==> src/rtl/fetch_queue.sv <==
// Fetch-to-decode packet queue: buffers fetch packets, issues one valid lane per cycle in order.
// Latency: a packet accepted at edge N is presented after edge N; no in_* to out_* bypass.
// Backpressure: in_ready = !full (independent of out_ready); out_ready stalls the head lane.

package cpu_params;
    localparam int IF_WIDTH = 1;
endpackage

module fetch_queue #(
    parameter int DEPTH    = 8,
    parameter int IF_WIDTH = cpu_params::IF_WIDTH,
    localparam int PKT_W   = IF_WIDTH * 65 + IF_WIDTH + 32,
    localparam int CNT_W   = $clog2(DEPTH) + 1
) (
    input  logic              clk,
    input  logic              rst,
    input  logic              flush,
    input  logic [PKT_W-1:0]  in_packet,
    input  logic              in_valid,
    output logic              in_ready,
    output logic [31:0]       out_inst,
    output logic [31:0]       out_pc,
    output logic              out_predict_taken,
    output logic [31:0]       out_predict_target,
    output logic              out_valid,
    input  logic              out_ready,
    output logic [CNT_W-1:0]  count
);

    localparam int PTR_W = $clog2(DEPTH);

    // Field order is MSB first and must match the producer's packing.
    typedef struct packed {
        logic [IF_WIDTH-1:0][31:0] inst;
        logic [IF_WIDTH-1:0]       predict_taken;
        logic [IF_WIDTH-1:0][31:0] predict_target;
        logic [31:0]               pc;
        logic [IF_WIDTH-1:0]       valid;
    } fetch_packet_t;

    fetch_packet_t       pkt_q  [DEPTH];
    logic [IF_WIDTH-1:0] pend_q [DEPTH];

    logic [PTR_W-1:0] head_q, head_d;
    logic [PTR_W-1:0] tail_q, tail_d;
    logic [CNT_W-1:0] count_q, count_d;

    fetch_packet_t       in_pkt;
    fetch_packet_t       head_pkt;
    logic [IF_WIDTH-1:0] head_pend;
    logic [IF_WIDTH-1:0] sel_oh;
    logic [IF_WIDTH-1:0] pend_after;
    logic                full;
    logic                empty;
    logic                do_enq;
    logic                do_deq;
    logic                retire;

    assign in_pkt     = in_packet;
    assign head_pkt   = pkt_q[head_q];
    assign head_pend  = pend_q[head_q];

    assign full       = (count_q == CNT_W'(DEPTH));
    assign empty      = (count_q == '0);
    assign in_ready   = !full;
    assign out_valid  = !empty && !flush;
    assign count      = count_q;

    // Lowest pending lane is isolated with x & -x; clearing it retires the entry when nothing is left.
    assign sel_oh     = head_pend & (~head_pend + IF_WIDTH'(1));
    assign pend_after = head_pend & ~sel_oh;

    // Packets with no valid lane complete the handshake but are not stored.
    assign do_enq     = in_valid && in_ready && (|in_pkt.valid);
    assign do_deq     = out_valid && out_ready;
    assign retire     = do_deq && (pend_after == '0);

    // Present the lowest pending lane of the head entry; scanning downward leaves the lowest hit.
    always_comb begin
        out_inst           = head_pkt.inst[0];
        out_predict_taken  = head_pkt.predict_taken[0];
        out_predict_target = head_pkt.predict_target[0];
        out_pc             = head_pkt.pc;
        for (int i = IF_WIDTH - 1; i >= 0; i--) begin
            if (head_pend[i]) begin
                out_inst           = head_pkt.inst[i];
                out_predict_taken  = head_pkt.predict_taken[i];
                out_predict_target = head_pkt.predict_target[i];
                out_pc             = head_pkt.pc + 32'(4 * i);
            end
        end
    end

    // Pointer and occupancy next state; a simultaneous enqueue and retire leaves count unchanged.
    always_comb begin
        head_d  = head_q;
        tail_d  = tail_q;
        count_d = count_q;
        if (retire) begin
            head_d = head_q + PTR_W'(1);
        end
        if (do_enq) begin
            tail_d = tail_q + PTR_W'(1);
        end
        count_d = count_q + CNT_W'(do_enq) - CNT_W'(retire);
    end

    // State update: reset beats flush, flush beats any enqueue/dequeue in the same cycle.
    always_ff @(posedge clk) begin
        if (rst) begin
            head_q  <= '0;
            tail_q  <= '0;
            count_q <= '0;
            for (int e = 0; e < DEPTH; e++) begin
                pkt_q[e]  <= '0;
                pend_q[e] <= '0;
            end
        end else if (flush) begin
            head_q  <= '0;
            tail_q  <= '0;
            count_q <= '0;
            for (int e = 0; e < DEPTH; e++) begin
                pend_q[e] <= '0;
            end
        end else begin
            head_q  <= head_d;
            tail_q  <= tail_d;
            count_q <= count_d;
            // head and tail only alias when empty or full, where one of these cannot fire.
            if (do_deq) begin
                pend_q[head_q] <= pend_after;
            end
            if (do_enq) begin
                pkt_q[tail_q]  <= in_pkt;
                pend_q[tail_q] <= in_pkt.valid;
            end
        end
    end

endmodule

==> config.mk <==
export PLATFORM = sky130hd
export DESIGN_NAME = fetch_queue
export DESIGN_NICKNAME = d
export VERILOG_FILES = /design/src/rtl/fetch_queue.sv
export SDC_FILE = /design/constraint.sdc
export NUM_CORES = 1
export LEC_CHECK = 0
export BUFFER_PORTS_ARGS = -buffer_cell sky130_fd_sc_hd__buf_2
export CORE_MARGIN = 3
export CORE_UTILIZATION = 61
export DETAILED_ROUTE_END_ITERATION = 6
export HOLD_SLACK_MARGIN = 0.02
export PLACE_DENSITY = 0.88
export SYNTH_ARGS = -nofsm -noshare
export SYNTH_HDL_FRONTEND = slang
export SYNTH_SLANG_ARGS = --single-unit
==> constraint.sdc <==
create_clock -name clk -period 5 [get_ports clk]
set_input_delay 0.25 -clock clk [delete_from_list [all_inputs] [get_ports clk]]
set_output_delay 0.25 -clock clk [all_outputs]
set_load 0.005 [all_outputs]
==> results.py <==
metrics = {
    "outcome": {
        "outcome": "finished clean",
    },
    "layout": {
        "final_design_area_no_fill_um2": 40400,
        "areaGrowthSynthToFinish_pct": 14.3,
        "drive_gt1_share_pct": 27.8,
        "fin_nets": 2463,
        "instances_no_fill": 3169,
        "postLayoutCoreUtil_pct": 71.0,
    },
    "clocking": {
        "cts.clk_slew.worst_paths_ns": 0.07,
        "cts_sinks": 789,
        "cts_buffer_depth": 3,
        "cts_root_buf": "clkbuf_16",
        "cts_tree": "built",
        "cts_buffers": 77,
        "clk_latency_ns": 0.61,
        "ctsHtreeMaxLevel": 3,
        "cts_setup_buffers": 0,
    },
    "sta": {
        "rsz0062_at_grt": "false",
        "finalCritPeriodShare_pct": 70.1,
        "finalHoldViolCount": 0,
        "tightest_slew_ns": 1.28,
        "fmax_ghz": 0.286,
        "finalSetupViolations": 0,
        "report.final.slew_viol_count": 0,
        "fin_setup_tns_ns": 0,
        "period_minus_slack_ns": 3.50,
        "skew_ns": 0.0110,
        "maxSlewHeadroom_pct": 14.5,
    },
    "yosys": {
        "yosys.area_share.simple_pct": 14.8,
        "synthXorXnorAreaFrac_pct": 0.0496,
        "synth_edf_count": 776,
        "synth_nets": 2190,
        "synth_most_common_cell": "edfxtp_1",
        "syn-cell-area_um2": 35300,
        "synth-seq-cells": 789,
        "synthAdderAreaFrac_pct": 0.305,
        "ys_seq_area_share_pct": 66.7,
        "synth_warnings": 0,
        "synth_flop_cell": "edfxtp_1",
        "yosysTopAreaCellShare_pct": 66.0,
        "synthMuxAreaShare_pct": 15.5,
        "async_flop_share_pct": 0,
        "synth-compound-area-share_pct": 0.372,
        "synthTopCellsByCount": "edfxtp_1, and2_1, mux4_2, mux2_2, clkbuf_1",
        "ys_types": 44,
        "netlist_instances": 2079,
        "syn_area_per_cell_um2": 17.0,
        "synthTopCellsByArea": "edfxtp_1, and2_1, mux4_2",
        "synth_top_family_by_area": "multiplexers",
        "yosys.area.top_type": "edfxtp_1",
    },
    "flow_run": {
        "drv_cap": 0,
    },
    "route": {
        "num_vias": 19760,
        "wl_met1_mm": 30.4,
        "wl_per_cell_um": 26.2,
        "drt_first_pass_iters": 7,
        "antenna_left": 0,
        "top_layer": "met5",
        "dr_wl_met3_mm": 8.18,
        "met2WireLength_mm": 41.6,
        "drc_errors": 0,
        "wl_mm": 83.0,
        "dr.first_iter.drc_count": 2514,
        "vias_per_cell": 6.24,
    },
    "die": {
        "placementRows": 87,
        "dieArea_um2": 60800,
        "die_y_um": 247,
        "dieWidth_um": 247,
        "core_area_um2": 56800,
        "io_pins": 206,
        "start_util_pct": 62.1,
    },
    "global_routing": {
        "antenna_found_initial": 7,
        "grt_pass1_wl_mm": 127,
        "grt_overflow_total": 0,
        "grt_pass1_vias": 20844,
        "grt_usage_pct": 28.2,
        "grt_max_degree": 98,
    },
    "place": {
        "dp_cells": 2935,
        "io_buffers": 205,
        "dp_hpwl_mm": 43.0,
        "place_congestion": 0.801,
        "placed_area_um2": 36900,
    },
    "setup_path": {
        "start_kind": "flip-flop",
        "cp.arrival_ns": 3.74,
        "path_max_fanout": 46,
        "end_kind": "flip-flop",
        "crit_type": "flip-flop to flip-flop",
        "critPathRequiredTime_ns": 5.24,
    },
    "hold_path": {
        "hold_class": "primary input to flip-flop",
    },
    "power_and_ir_drop": {
        "leakagePower_nw": 14.8,
        "p_per_area_nw_per_um2": 347,
        "ir_worst_vdd_uv": 239,
        "power_w": 0.0140,
    },
}
## metrics by stage
step	hold WS, ns	setup WS [ns]
final	0.0454	1.50
after global routing	0.0488	1.38
after CTS	0.0222	1.49
after detailed placement	0.538	1.52
after global placement	0.506	1.61
after floorplan	0.424	1.41
## metal layers
metal	up-vias	global-route usage, %
met4	6	10.8
met1	10080	37.8
met2	1195	46.0
li1	8267	-
met5	-	0
met3	212	5.76
## where the power goes
group	internal, W	switching [W]	total (W)	leakage, nW
combinational	0.000278	0.000395	0.000673	5.46
clock	0.00335	0.00241	0.00575	1.22
sequential	0.00749	0.0000835	0.00757	8.14
## cell type report
cell class	instances	area, µm²
diodes	4	10.0
clock buffers	98	2150
flip-flops and latches	789	23600
well taps	756	946
multi-input cells	1145	11000
repair buffers	333	2280
inverters	6	22.5
clock inverters	38	332
fillers	3259	16500
## worst paths after layout
| check | from | to | depth (start not counted) | slack [ns] |
|---|---|---|---|---|
| min | in_packet[35] | pkt_q[6][35] | 2 | 0.05 |
| max | count[2] | pkt_q[7][41] | 6 | 1.50 |
| min reg2reg | head_q[1] | head_q[1] | 2 | 0.54 |
| max reg2reg | count[2] | pkt_q[7][41] | 6 | 1.50 |
## cell families (layout without fill, tap and decap cells)
kind of cell | count (synthesis) | after routing
xor+xnor | 2 | 2
buf+inv | 145 | 475
compound gates | 20 | 20
flops | 789 | 789
mux | 293 | 293
simple gates | 822 | 822
fa+ha+maj | 8 | 8
other cells | 0 | 4
## worst max-delay path, cell delays in order (launching register included)
cell and delay, ns:
dfxtp_1 0.34, inv_1 0.08, ha_1 0.20, nor3b_4 0.25, nor3_4 0.81, or2_4 0.83
buf_4 0.58
## flip-flops by register name (all words and copies together), names as in the netlist, named ones only
| name | cells |
|---|---|
| count | 4 |
| head_q | 3 |
| pkt_q | 776 |
| tail_q | 3 |
## cell usage in the layout (no fill, tap or decap), types with 5 or more instances in the layout
cell | synthesis | final
edfxtp_1 | 776 | 776
and2_1 | 771 | 771
buf_2 | 22 | 205
mux4_2 | 194 | 194
mux2_2 | 97 | 97
dlygate4sd3_1 | 0 | 94
clkbuf_16 | 0 | 83
buf_4 | 0 | 29
clkinv_1 | 0 | 17
clkbuf_1 | 77 | 13
clkinv_2 | 0 | 12
dfxtp_1 | 13 | 10
nor2_1 | 9 | 9
nor3_4 | 6 | 8
ha_1 | 7 | 7
inv_1 | 6 | 6
and2_2 | 6 | 6
bufinv_16 | 0 | 6
a21oi_1 | 5 | 5
buf_12 | 0 | 5
## repair_timing
action,4_1_cts,5_1_grt
endpoints found under the setup margin,0,0
hold buffers,94,0
gates resized for setup,0,0
endpoints found under the hold margin,660,0
Note: power is estimated with default switching activity, not from simulation.
